<file path="src/rtl/pixel_layer_arbiter.sv">
// Per-pixel layer compositor for the palette LUT: fixed-priority layer pick with transparency,
// plus a frame-aligned blinking "player hit" recolor of one layer. Two-stage pipeline, no stall.
module pixel_layer_arbiter #(
    parameter int              NUM_LAYERS     = 4,
    parameter int              ID_W           = 6,
    parameter logic [ID_W-1:0] TRANSPARENT_ID = 6'd63,
    parameter logic [ID_W-1:0] BG_ID          = 6'd22,
    parameter logic [ID_W-1:0] FLASH_ID       = 6'd24,
    parameter int              FLASH_LAYER    = 2,
    parameter int              FLASH_FRAMES   = 30,
    parameter int              BLINK_PERIOD   = 4,
    localparam int             WL_W           = (NUM_LAYERS > 1) ? $clog2(NUM_LAYERS) : 1
) (
    input  logic                       clk_i,
    input  logic                       rst_i,
    input  logic                       frame_start_i,
    input  logic                       pix_valid_i,
    input  logic [NUM_LAYERS*ID_W-1:0] layer_id_i,
    input  logic [NUM_LAYERS-1:0]      layer_en_i,
    input  logic                       hit_i,
    output logic                       out_valid_o,
    output logic [ID_W-1:0]            color_id_o,
    output logic [WL_W-1:0]            win_layer_o,
    output logic                       flash_active_o
);

    localparam int         CNT_BIT  = $clog2(BLINK_PERIOD);
    localparam logic [7:0] LAST_CNT = 8'(FLASH_FRAMES - 1);

    typedef enum logic [1:0] {IDLE, ARMED, FLASH_ON, FLASH_OFF} state_t;

    state_t                     state_q, state_d;
    logic [7:0]                 cnt_q, cnt_d, cnt_inc;
    logic                       pending_q, pending_d;
    logic                       flash_active_q;
    logic                       flash_on;

    logic                       s1_valid_q;
    logic [NUM_LAYERS*ID_W-1:0] s1_id_q;
    logic [NUM_LAYERS-1:0]      s1_en_q;
    logic                       out_valid_q;
    logic [ID_W-1:0]            color_q;
    logic [WL_W-1:0]            win_q;

    logic [NUM_LAYERS-1:0]      opaque;
    logic                       win_found;
    logic [WL_W-1:0]            win_idx;
    logic [ID_W-1:0]            win_id;
    logic [ID_W-1:0]            s2_color;
    logic [WL_W-1:0]            s2_win;

    generate
        for (genvar gi = 0; gi < NUM_LAYERS; gi++) begin : g_opaque
            assign opaque[gi] = s1_en_q[gi] && (s1_id_q[gi*ID_W +: ID_W] != TRANSPARENT_ID);
        end
    endgenerate

    // Ascending scan so the last opaque layer seen (highest index) wins.
    always_comb begin
        win_found = 1'b0;
        win_idx   = '0;
        win_id    = '0;
        for (int k = 0; k < NUM_LAYERS; k++) begin
            if (opaque[k]) begin
                win_found = 1'b1;
                win_idx   = WL_W'(k);
                win_id    = s1_id_q[k*ID_W +: ID_W];
            end
        end
    end

    always_comb begin
        s2_color = BG_ID;
        s2_win   = '0;
        if (win_found) begin
            s2_win   = win_idx;
            s2_color = (flash_on && (win_idx == WL_W'(FLASH_LAYER))) ? FLASH_ID : win_id;
        end
    end

    always_ff @(posedge clk_i or posedge rst_i) begin
        if (rst_i) begin
            s1_valid_q  <= 1'b0;
            s1_id_q     <= '0;
            s1_en_q     <= '0;
            out_valid_q <= 1'b0;
            color_q     <= '0;
            win_q       <= '0;
        end else begin
            s1_valid_q  <= pix_valid_i;
            if (pix_valid_i) begin
                s1_id_q <= layer_id_i;
                s1_en_q <= layer_en_i;
            end
            out_valid_q <= s1_valid_q;
            if (s1_valid_q) begin
                color_q <= s2_color;
                win_q   <= s2_win;
            end
        end
    end

    always_ff @(posedge clk_i or posedge rst_i) begin
        if (rst_i) begin
            state_q        <= IDLE;
            cnt_q          <= '0;
            pending_q      <= 1'b0;
            flash_active_q <= 1'b0;
        end else begin
            state_q        <= state_d;
            cnt_q          <= cnt_d;
            pending_q      <= pending_d;
            flash_active_q <= (state_d == FLASH_ON) || (state_d == FLASH_OFF);
        end
    end

    assign cnt_inc = cnt_q + 8'd1;

    // State only moves on frame_start (except IDLE->ARMED), so the blink never tears mid-frame.
    always_comb begin
        state_d   = state_q;
        cnt_d     = cnt_q;
        pending_d = pending_q | hit_i;
        unique case (state_q)
            IDLE, ARMED: begin
                if (frame_start_i && (pending_q || hit_i)) begin
                    state_d   = FLASH_ON;
                    cnt_d     = '0;
                    pending_d = 1'b0;
                end else if (hit_i) begin
                    state_d = ARMED;
                end
            end
            FLASH_ON, FLASH_OFF: begin
                if (frame_start_i) begin
                    if (pending_q || hit_i) begin
                        state_d   = FLASH_ON;
                        cnt_d     = '0;
                        pending_d = 1'b0;
                    end else if (cnt_q == LAST_CNT) begin
                        state_d = IDLE;
                        cnt_d   = '0;
                    end else begin
                        cnt_d   = cnt_inc;
                        state_d = cnt_inc[CNT_BIT] ? FLASH_OFF : FLASH_ON;
                    end
                end
            end
            default: state_d = IDLE;
        endcase
    end

    always_comb begin
        flash_on = (state_q == FLASH_ON);
    end

    assign out_valid_o    = out_valid_q;
    assign color_id_o     = color_q;
    assign win_layer_o    = win_q;
    assign flash_active_o = flash_active_q;

endmodule

</file>
<file path="config.mk">
export PLATFORM = sky130hd
export DESIGN_NAME = pixel_layer_arbiter
export DESIGN_NICKNAME = d
export VERILOG_FILES = /design/src/rtl/pixel_layer_arbiter.sv
export SDC_FILE = /design/constraint.sdc
export NUM_CORES = 1
export LEC_CHECK = 0
export ABC_AREA = 1
export CAP_MARGIN = 15
export CORE_MARGIN = 2
export CORE_UTILIZATION = 30
export DETAILED_ROUTE_END_ITERATION = 7
export MAX_ROUTING_LAYER = met4
export PLACE_DENSITY_LB_ADDON = 0.08
export SYNTH_ARGS = -nofsm -noshare
export SYNTH_HDL_FRONTEND = slang
export SYNTH_SLANG_ARGS = --single-unit
</file>
<file path="constraint.sdc">
create_clock -name clk_i -period 1.3 [get_ports clk_i]
set_input_delay 0.195 -clock clk_i [delete_from_list [all_inputs] [get_ports clk_i]]
set_output_delay 0.195 -clock clk_i [all_outputs]
set_load 0.005 [all_outputs]
</file>
## After elaboration in Yosys (flattened, before gate mapping)

Index checks and enable logic that the tools add are counted.

- Add/subtract/negate cells: 1
- Equal/unequal tests: 13
- Mux-type cells: 30
- Bitwise logic cells: 1
- Reduce and logical (&&, ||, !) cells: 12

Operators by type and width:

| operator | number |
|---|---|
| 6-bit two-way mux | 6 |
| 8-bit two-way mux | 4 |
| 6-bit inequality test, second input constant | 4 |
| 2-bit two-way mux | 8 |
| 8-bit case mux with 2 select lines | 1 |
| 2-bit equality test, second input constant | 5 |
| 1-bit two-way mux | 9 |
| 8-bit by 1-bit adder with 8-bit output, second input constant | 1 |
| 8-bit by 5-bit equality test with 1-bit output, second input constant | 1 |
| 1-bit logical AND | 6 |
| 2-bit inequality test, second input constant | 2 |
| 2-bit case mux with 2 select lines | 1 |
| 2-bit OR reduction | 2 |
| 2-bit by 1-bit equality test with 1-bit output, second input constant | 1 |
| 2-bit zero test | 1 |
| 1-bit logical OR | 2 |
| 1-bit case mux with 2 select lines | 1 |
| 2-bit AND reduction | 1 |
| 1-bit bitwise OR | 1 |

- Register bits after elaboration: 50
- Input bits: 33
- Output and inout bits: 10

## Depth between registers and ports, before layout

Gate-level depths: netlist of run 1.

- Word-level depth: 9
- Mapped depth: 10

## Least setup slack after synthesis of run 1

OpenSTA, ideal clock, no wires.

- Path kind: register to register
- From: reg cnt_q[0]
- To: reg cnt_q[6]
- Setup time: 0.071 ns
- Data arrival time: 1.206 ns
- Data required time: 1.229 ns
- Slack: 0.023 ns
- Stages on the path, launching flop included: 8
- Clock period less this slack: 1.277 ns
- Cell sequence: dfrtp_1 -> ha_1 -> and3_1 -> nand4_1 -> nand3_1 -> nand2_1 -> o21ai_1 -> nor2_1

- Cells in the longest elaborated chain, start to end: 5
- Elaborated cells on any way between the ends: 6
- Classes of those cells: 1 x add/sub; 1 x eq/ne; 4 x mux

RTL lines:

| what | RTL line | RTL |
|---|---|---|
| start: declaration | 33 | `logic [7:0] cnt_q, cnt_d, cnt_inc;` |
| start signal: assignment | 111 | `cnt_q <= cnt_d;` |
| 8-bit by 1-bit adder with 8-bit output or 8-bit by 5-bit equality test with 1-bit output (tied branches) | 117, 140 |  |
| 8-bit two-way mux (*) | 140 | `end else if (cnt_q == LAST_CNT) begin` |
| 8-bit two-way mux (*) | 136 | `if (pending_q \|\| hit_i) begin` |
| 8-bit two-way mux (*) | 135 | `if (frame_start_i) begin` |
| 8-bit case mux with 2 select lines (*) | 124 | `unique case (state_q)` |

Mark *: on every way between the ends. The rest lies on a longest branch, timed or not. The select of a mux whose other input is x is not followed.
A chain may end at the register's enable or synchronous reset.

## Worst setup path after layout of run 1

- From: reg cnt_q[1]
- To: reg cnt_q[1]

Same word-level chain as after synthesis.

==> results of run 1 <==
-- state kept, by name (all words and copies together) (netlist names) --
signal and cells:
flash_active_o 1, out_valid_o 1, s1_id_q 24, s1_valid_q 1, color_id_o 6, win_layer_o 2, cnt_q 8, s1_en_q 4
pending_q 1, state_q 2
-- synth_stat cells (all sizes together), types with 2 or more instances --
library cell	number	area, sq um
ha	2	25.0
nor2	27	111
nand3	24	125
a31oi	3	18.8
nand4	3	18.8
a21oi	5	32.5
nand2	80	333
clkbuf	2	17.5
buf	6	32.5
o21ai	19	106
o21bai	2	15.0
dfrtp	50	1250
and3	2	12.5
inv	34	130
mux2	17	191
-- what timing repair did --
action                                  CTS  global route
pin swaps                                10            27
resized for setup                        28            49
setup buffers                             8             6
gates cloned                              0             1
endpoints found under the setup margin   21            17
-- cell type report --
class / instances / area (sq um) / share of cell area
Sequential cell: 50 / 1250 / 0.343
Clock inverter: 3 / 21.3 / 0.00583
Timing Repair Buffer: 83 / 752 / 0.206
Inverter: 35 / 143 / 0.0391
Clock buffer: 5 / 68.8 / 0.0189
Tap cell: 105 / 131 / 0.0360
Multi-Input combinational cell: 190 / 1280 / 0.351
-- per-stage QoR --
step                hold slack, ns  utilization
finish                       0.292        0.451
global route                 0.306        0.451
CTS                          0.294        0.422
detailed placement           0.453        0.395
global placement             0.460        0.395
floorplan                    0.226            -
-- power groups by stage --
stage / clock network (mW) / registers, mW / logic (mW)
2_1_floorplan: 0 / 1.80 / 0.375
3_3_place_gp: 0 / 1.81 / 0.748
3_5_place_dp: 0 / 1.81 / 0.749
4_1_cts: 0.969 / 1.78 / 0.776
5_1_grt: 1.03 / 1.81 / 0.979
6_report: 0.922 / 1.78 / 0.876
-- worst reg2reg max path: cells and delay by family (launching register included) --
kind	cells	cell delay, ns
compound gates	1	0.08
buf+inv	2	0.26
flops	1	0.40
simple gates	3	0.42
fa+ha+maj	1	0.12
-- routing by layer --
| metal | track usage | vias to the layer above | routed length [um] |
|---|---|---|---|
| li1 | - | 1074 | - |
| met1 | 0.183 | 992 | 2740 |
| met4 | 0.0543 | 0 | 92 |
| met2 | 0.225 | 30 | 2740 |
| met3 | 0.0263 | 7 | 200 |
| met5 | - | - | 0 |
-- worst max-delay path by stage --
stage                     cells after the start  startpoint  endpoint  slack (ns)
after floorplan                               7    cnt_q[0]  cnt_q[6]        0.02
after detailed placement                      9       hit_i  cnt_q[6]       -0.25
after CTS                                     6    cnt_q[0]  cnt_q[1]       -0.07
after global placement                        9       hit_i  cnt_q[6]       -0.19
after global routing                          8    cnt_q[0]  cnt_q[7]       -0.16
final                                         7    cnt_q[1]  cnt_q[1]       -0.09
-- logic make-up (layout without fill, tap and decap cells) --
group	after synthesis	count (layout)	synth area share
compound gates	32	32	0.0791
buf+inv	43	126	0.0746
xor+xnor	1	1	0.00355
simple gates	137	138	0.248
mux	17	17	0.0776
flops	50	50	0.507
fa+ha+maj	2	2	0.0101
==> flow_summary.json, run 1 <==
{
  "power_frac_seq": 0.498,
  "grt_max_degree": 51,
  "synth_edf_count": 0,
  "layout_common_cells": "nand2_1, dfrtp_1, buf_4",
  "io_pins": 43,
  "start_util": 0.305,
  "switching_share": 0.294,
  "path_clk_slew_ns": 0.09,
  "ys_warn_count": 0,
  "nFillCells": 826,
  "antenna_left": 0,
  "synth_cell_types": 32,
  "worstRegToRegCells": 7,
  "timing.rr.start": "cnt_q[1]",
  "finalHoldViolCount": 0,
  "cp_num_buf_inv": 2,
  "ys.flop_type": "dfrtp_1",
  "cp_cell_sequence": "inv_2 > ha_4 > and3_4 > nand4_1 > buf_6 > nand4_1 > o22ai_2",
  "place_hpwl_mm": 4.11,
  "slew_headroom": 0.817,
  "die_w_um": 94.7,
  "p_switching_mw": 1.05,
  "powerDensity_nw_per_um2": 982,
  "grt_pass1_wl_mm": 9.60,
  "cp-end-kind": "flop",
  "gp_congestion": 0.833,
  "worst_ep_required_time_ns": 1.50,
  "drive_above_1_share": 0.361,
  "outcome": "finished, violations left",
  "antenna_cells": 0,
  "ctsLongestPathBuffers": 2,
  "drt_iter0_drc": 70,
  "cts_root_buf": "clkbuf_8",
  "dpl_worst_slack_ns": -0.249,
  "worstSkewPairLatency_ns": 0.31,
  "syn_to_final_growth_pct": 48.0,
  "total_power_mw": 3.58,
  "ir_worst_vdd_mv": 0.423,
  "layout_commonest_cell": "nand2_1",
  "slowest_stage": "dfrtp_1",
  "avgViaCountPerCell": 4.46,
  "critical_path_arrival_ns": 1.58,
  "synthCells": 282,
  "drcViolationCount": 0,
  "r2r_end": "cnt_q[1]",
  "fmax_mhz": 721,
  "wire_per_inst_um": 12.3,
  "fin_crit_ns": 1.39,
  "die_h_um": 94.7,
  "grt.total_usage": 0.143,
  "hold_buffers": 0,
  "grt_antenna_before_repair": 0,
  "setup_viol": 11,
  "drv_slew": 0,
  "ys_ff_latch": 50,
  "postPlaceCellArea_sq_um": 3200,
  "critPathTopFamily": "simple AND/OR/NAND/NOR gates",
  "synth_area_sq_um": 2470,
  "worstPathMaxFanout": 3,
  "violations": "negative setup slack",
  "cp_common_cell": "nand4_1",
  "cts-htree-levels": 2,
  "power_frac_clock": 0.257,
  "final.setup.tns_ns": -0.581,
  "path_class": "flop to flop",
  "nets": 400,
  "critPathLaunchType": "flop",
  "drt-pass1-iter-count": 4,
  "worst_slack_ns": -0.0868,
  "dr_total_vias": 2103,
  "stdcell_area_sq_um": 3650,
  "placedCellCount": 448,
  "first_global_vias": 2062,
  "core-area_sq_um": 8090,
  "fin_cells": 471,
  "seq_area_frac_synth": 0.507,
  "io_buffers": 42,
  "async_reset_ff_frac": 1.00,
  "fin_worst_skew_ns": 0.00834,
  "grt_overflow_total": 0,
  "hold_class": "primary input to async pin",
  "p_int_mw": 2.53,
  "clock_sinks": 50,
  "routed_wl_mm": 5.77,
  "dieArea_sq_um": 8960,
  "worst_pin_slew_ns": 0.274,
  "p_leak_nw": 1.67,
  "syn_avg_cell_area_sq_um": 8.75,
  "finalCritPeriodShare": 1.07,
  "syn_nets": 317,
  "cts_buffers": 5,
  "cts_tree": "done",
  "rsz0062_at_grt": "true",
  "rows": 33,
  "slowest_delay_ns": 0.40,
  "power_frac_comb": 0.244,
  "r2r_slack_ns": -0.09,
  "max_cap_violations": 0
}
(Power assumes the default switching activity.)
==> run 2: changes to the inputs <==
- CORE_MARGIN: 2 -> 4
==> run 2 against run 1 <==
Net effect:
- the flow still finishes with violations (negative setup slack)
- maximum frequency rose by 0.21%
- sequential share of layout area is 1.3 points higher
- cell count down 1.9%
- core utilization fell by 0.31 points
- cell area down 3.7%
- critical path depth unchanged
- clock power shrank 3.1%
==> flow_summary.json, run 2 (synthesized netlist as in run 1, its figures left out) <==
{
  "setup_viol": 12,
  "cp_num_buf_inv": 2,
  "max_cap_violations": 0,
  "fin_cells": 462,
  "cts-htree-levels": 2,
  "power_frac_comb": 0.240,
  "cts_buffers": 5,
  "power_frac_clock": 0.254,
  "postPlaceCellArea_sq_um": 3200,
  "critPathLaunchType": "flop",
  "worstSkewPairLatency_ns": 0.30,
  "hold_buffers": 0,
  "wire_per_inst_um": 12.3,
  "p_switching_mw": 0.975,
  "r2r_end": "state_q[0]",
  "r2r_slack_ns": -0.08,
  "die_h_um": 98.7,
  "antenna_left": 0,
  "first_global_vias": 2082,
  "cts_root_buf": "clkbuf_8",
  "hold_class": "primary input to async pin",
  "grt_pass1_wl_mm": 9.67,
  "slowest_stage": "dfrtp_1",
  "core-area_sq_um": 7850,
  "drt-pass1-iter-count": 4,
  "placedCellCount": 445,
  "critical_path_arrival_ns": 1.57,
  "drt_iter0_drc": 75,
  "timing.rr.start": "cnt_q[1]",
  "rsz0062_at_grt": "true",
  "stdcell_area_sq_um": 3510,
  "rows": 32,
  "cp-end-kind": "flop",
  "start_util": 0.314,
  "worst_ep_required_time_ns": 1.48,
  "io_buffers": 42,
  "cts_tree": "done",
  "worst_pin_slew_ns": 0.293,
  "grt_overflow_total": 0,
  "layout_common_cells": "nand2_1, dfrtp_1, buf_4",
  "slowest_delay_ns": 0.40,
  "drv_slew": 0,
  "clock_sinks": 50,
  "ir_worst_vdd_mv": 0.376,
  "grt_antenna_before_repair": 0,
  "routed_wl_mm": 5.69,
  "io_pins": 43,
  "switching_share": 0.277,
  "fin_crit_ns": 1.38,
  "powerDensity_nw_per_um2": 1000,
  "worst_slack_ns": -0.0839,
  "finalCritPeriodShare": 1.06,
  "drcViolationCount": 0,
  "critPathTopFamily": "flip-flops",
  "drive_above_1_share": 0.319,
  "finalHoldViolCount": 0,
  "dieArea_sq_um": 9730,
  "path_class": "flop to flop",
  "die_w_um": 98.7,
  "ctsLongestPathBuffers": 2,
  "p_int_mw": 2.54,
  "place_hpwl_mm": 4.19,
  "avgViaCountPerCell": 4.46,
  "violations": "negative setup slack",
  "worstRegToRegCells": 7,
  "grt_max_degree": 51,
  "gp_congestion": 0.813,
  "fin_worst_skew_ns": 0.00781,
  "antenna_cells": 0,
  "worstPathMaxFanout": 3,
  "largest_register_ffs": 24,
  "layout_commonest_cell": "nand2_1",
  "dr_total_vias": 2059,
  "power_frac_seq": 0.506,
  "top_register": "s1_id_q",
  "cp_cell_sequence": "inv_2 > ha_2 > and3_4 > nand4_1 > buf_4 > o2111ai_2 > nand3_1",
  "grt.total_usage": 0.125,
  "nets": 396,
  "p_leak_nw": 1.63,
  "fmax_mhz": 723,
  "outcome": "finished, violations left",
  "syn_to_final_growth_pct": 42.5,
  "slew_headroom": 0.804,
  "path_clk_slew_ns": 0.09
}
-- run 2: changes by cell type in the layout (fill, tap and decap cells not counted), moves of 2 or more --
cell | previous run | this run
nand3_2 | 9 | 5
buf_4 | 36 | 33
o21ai_1 | 1 | 4
o21ai_0 | 15 | 13
nand2_1 | 61 | 64
nand3_1 | 14 | 18
-- run 2: per-stage QoR --
stage                     TNS (ns)   util  hold WS (ns)  worst slack [ns]  total power [mW]
after global routing         -2.06  0.448         0.340            -0.173              3.74
after floorplan                  0      -         0.226            0.0230              2.18
after global placement       -2.90  0.407         0.467            -0.172              2.56
after detailed placement     -3.29  0.407         0.469            -0.220              2.56
final                       -0.552  0.448         0.306           -0.0839              3.52
after CTS                   -0.240  0.422         0.312           -0.0547              3.47
-- run 2: worst max path at each step --
| stage | startpoint | depth (start not counted) | slack, ns | to |
|---|---|---|---|---|
| 6_report | cnt_q[1] | 7 | -0.08 | state_q[0] |
| 5_1_grt | cnt_q[1] | 7 | -0.17 | cnt_q[1] |
| 4_1_cts | cnt_q[0] | 6 | -0.05 | cnt_q[1] |
| 3_5_place_dp | hit_i | 9 | -0.22 | cnt_q[6] |
| 3_3_place_gp | hit_i | 9 | -0.17 | cnt_q[6] |
| 2_1_floorplan | cnt_q[0] | 7 | 0.02 | cnt_q[6] |
-- run 2: layout make-up --
type / count / area, sq um
Multi-Input combinational cell: 190 / 1190
Fill cell: 817 / 4330
Timing Repair Buffer: 79 / 718
Sequential cell: 50 / 1250
Tap cell: 102 / 128
Inverter: 35 / 144
Clock buffer: 6 / 82.6
-- run 2: timing repair --
| action | CTS | global route |
|---|---|---|
| resized for setup | 17 | 43 |
| setup buffers | 3 | 7 |
| pin swaps | 8 | 20 |
| setup endpoints to repair | 22 | 17 |
| cloned | 0 | 1 |
-- run 2: metal layers --
metal	global-route usage	vias up	part of all wire
met5	-	-	0
met4	0.0347	0	0.0084
met3	0.0276	4	0.036
met2	0.194	26	0.47
met1	0.166	965	0.49
li1	-	1064	-
-- run 2: power by group through the flow --
stage / Combinational (mW) / Clock (mW) / Sequential, mW
after floorplan: 0.375 / 0 / 1.80
after global placement: 0.747 / 0 / 1.81
after detailed placement: 0.750 / 0 / 1.81
after CTS: 0.746 / 0.945 / 1.78
after global routing: 0.952 / 0.987 / 1.80
final: 0.846 / 0.893 / 1.78
-- run 2: tightest hold or removal path: cells and delay by family --
kind	cells	cell delay, ns
buffers and inverters	3	0.79
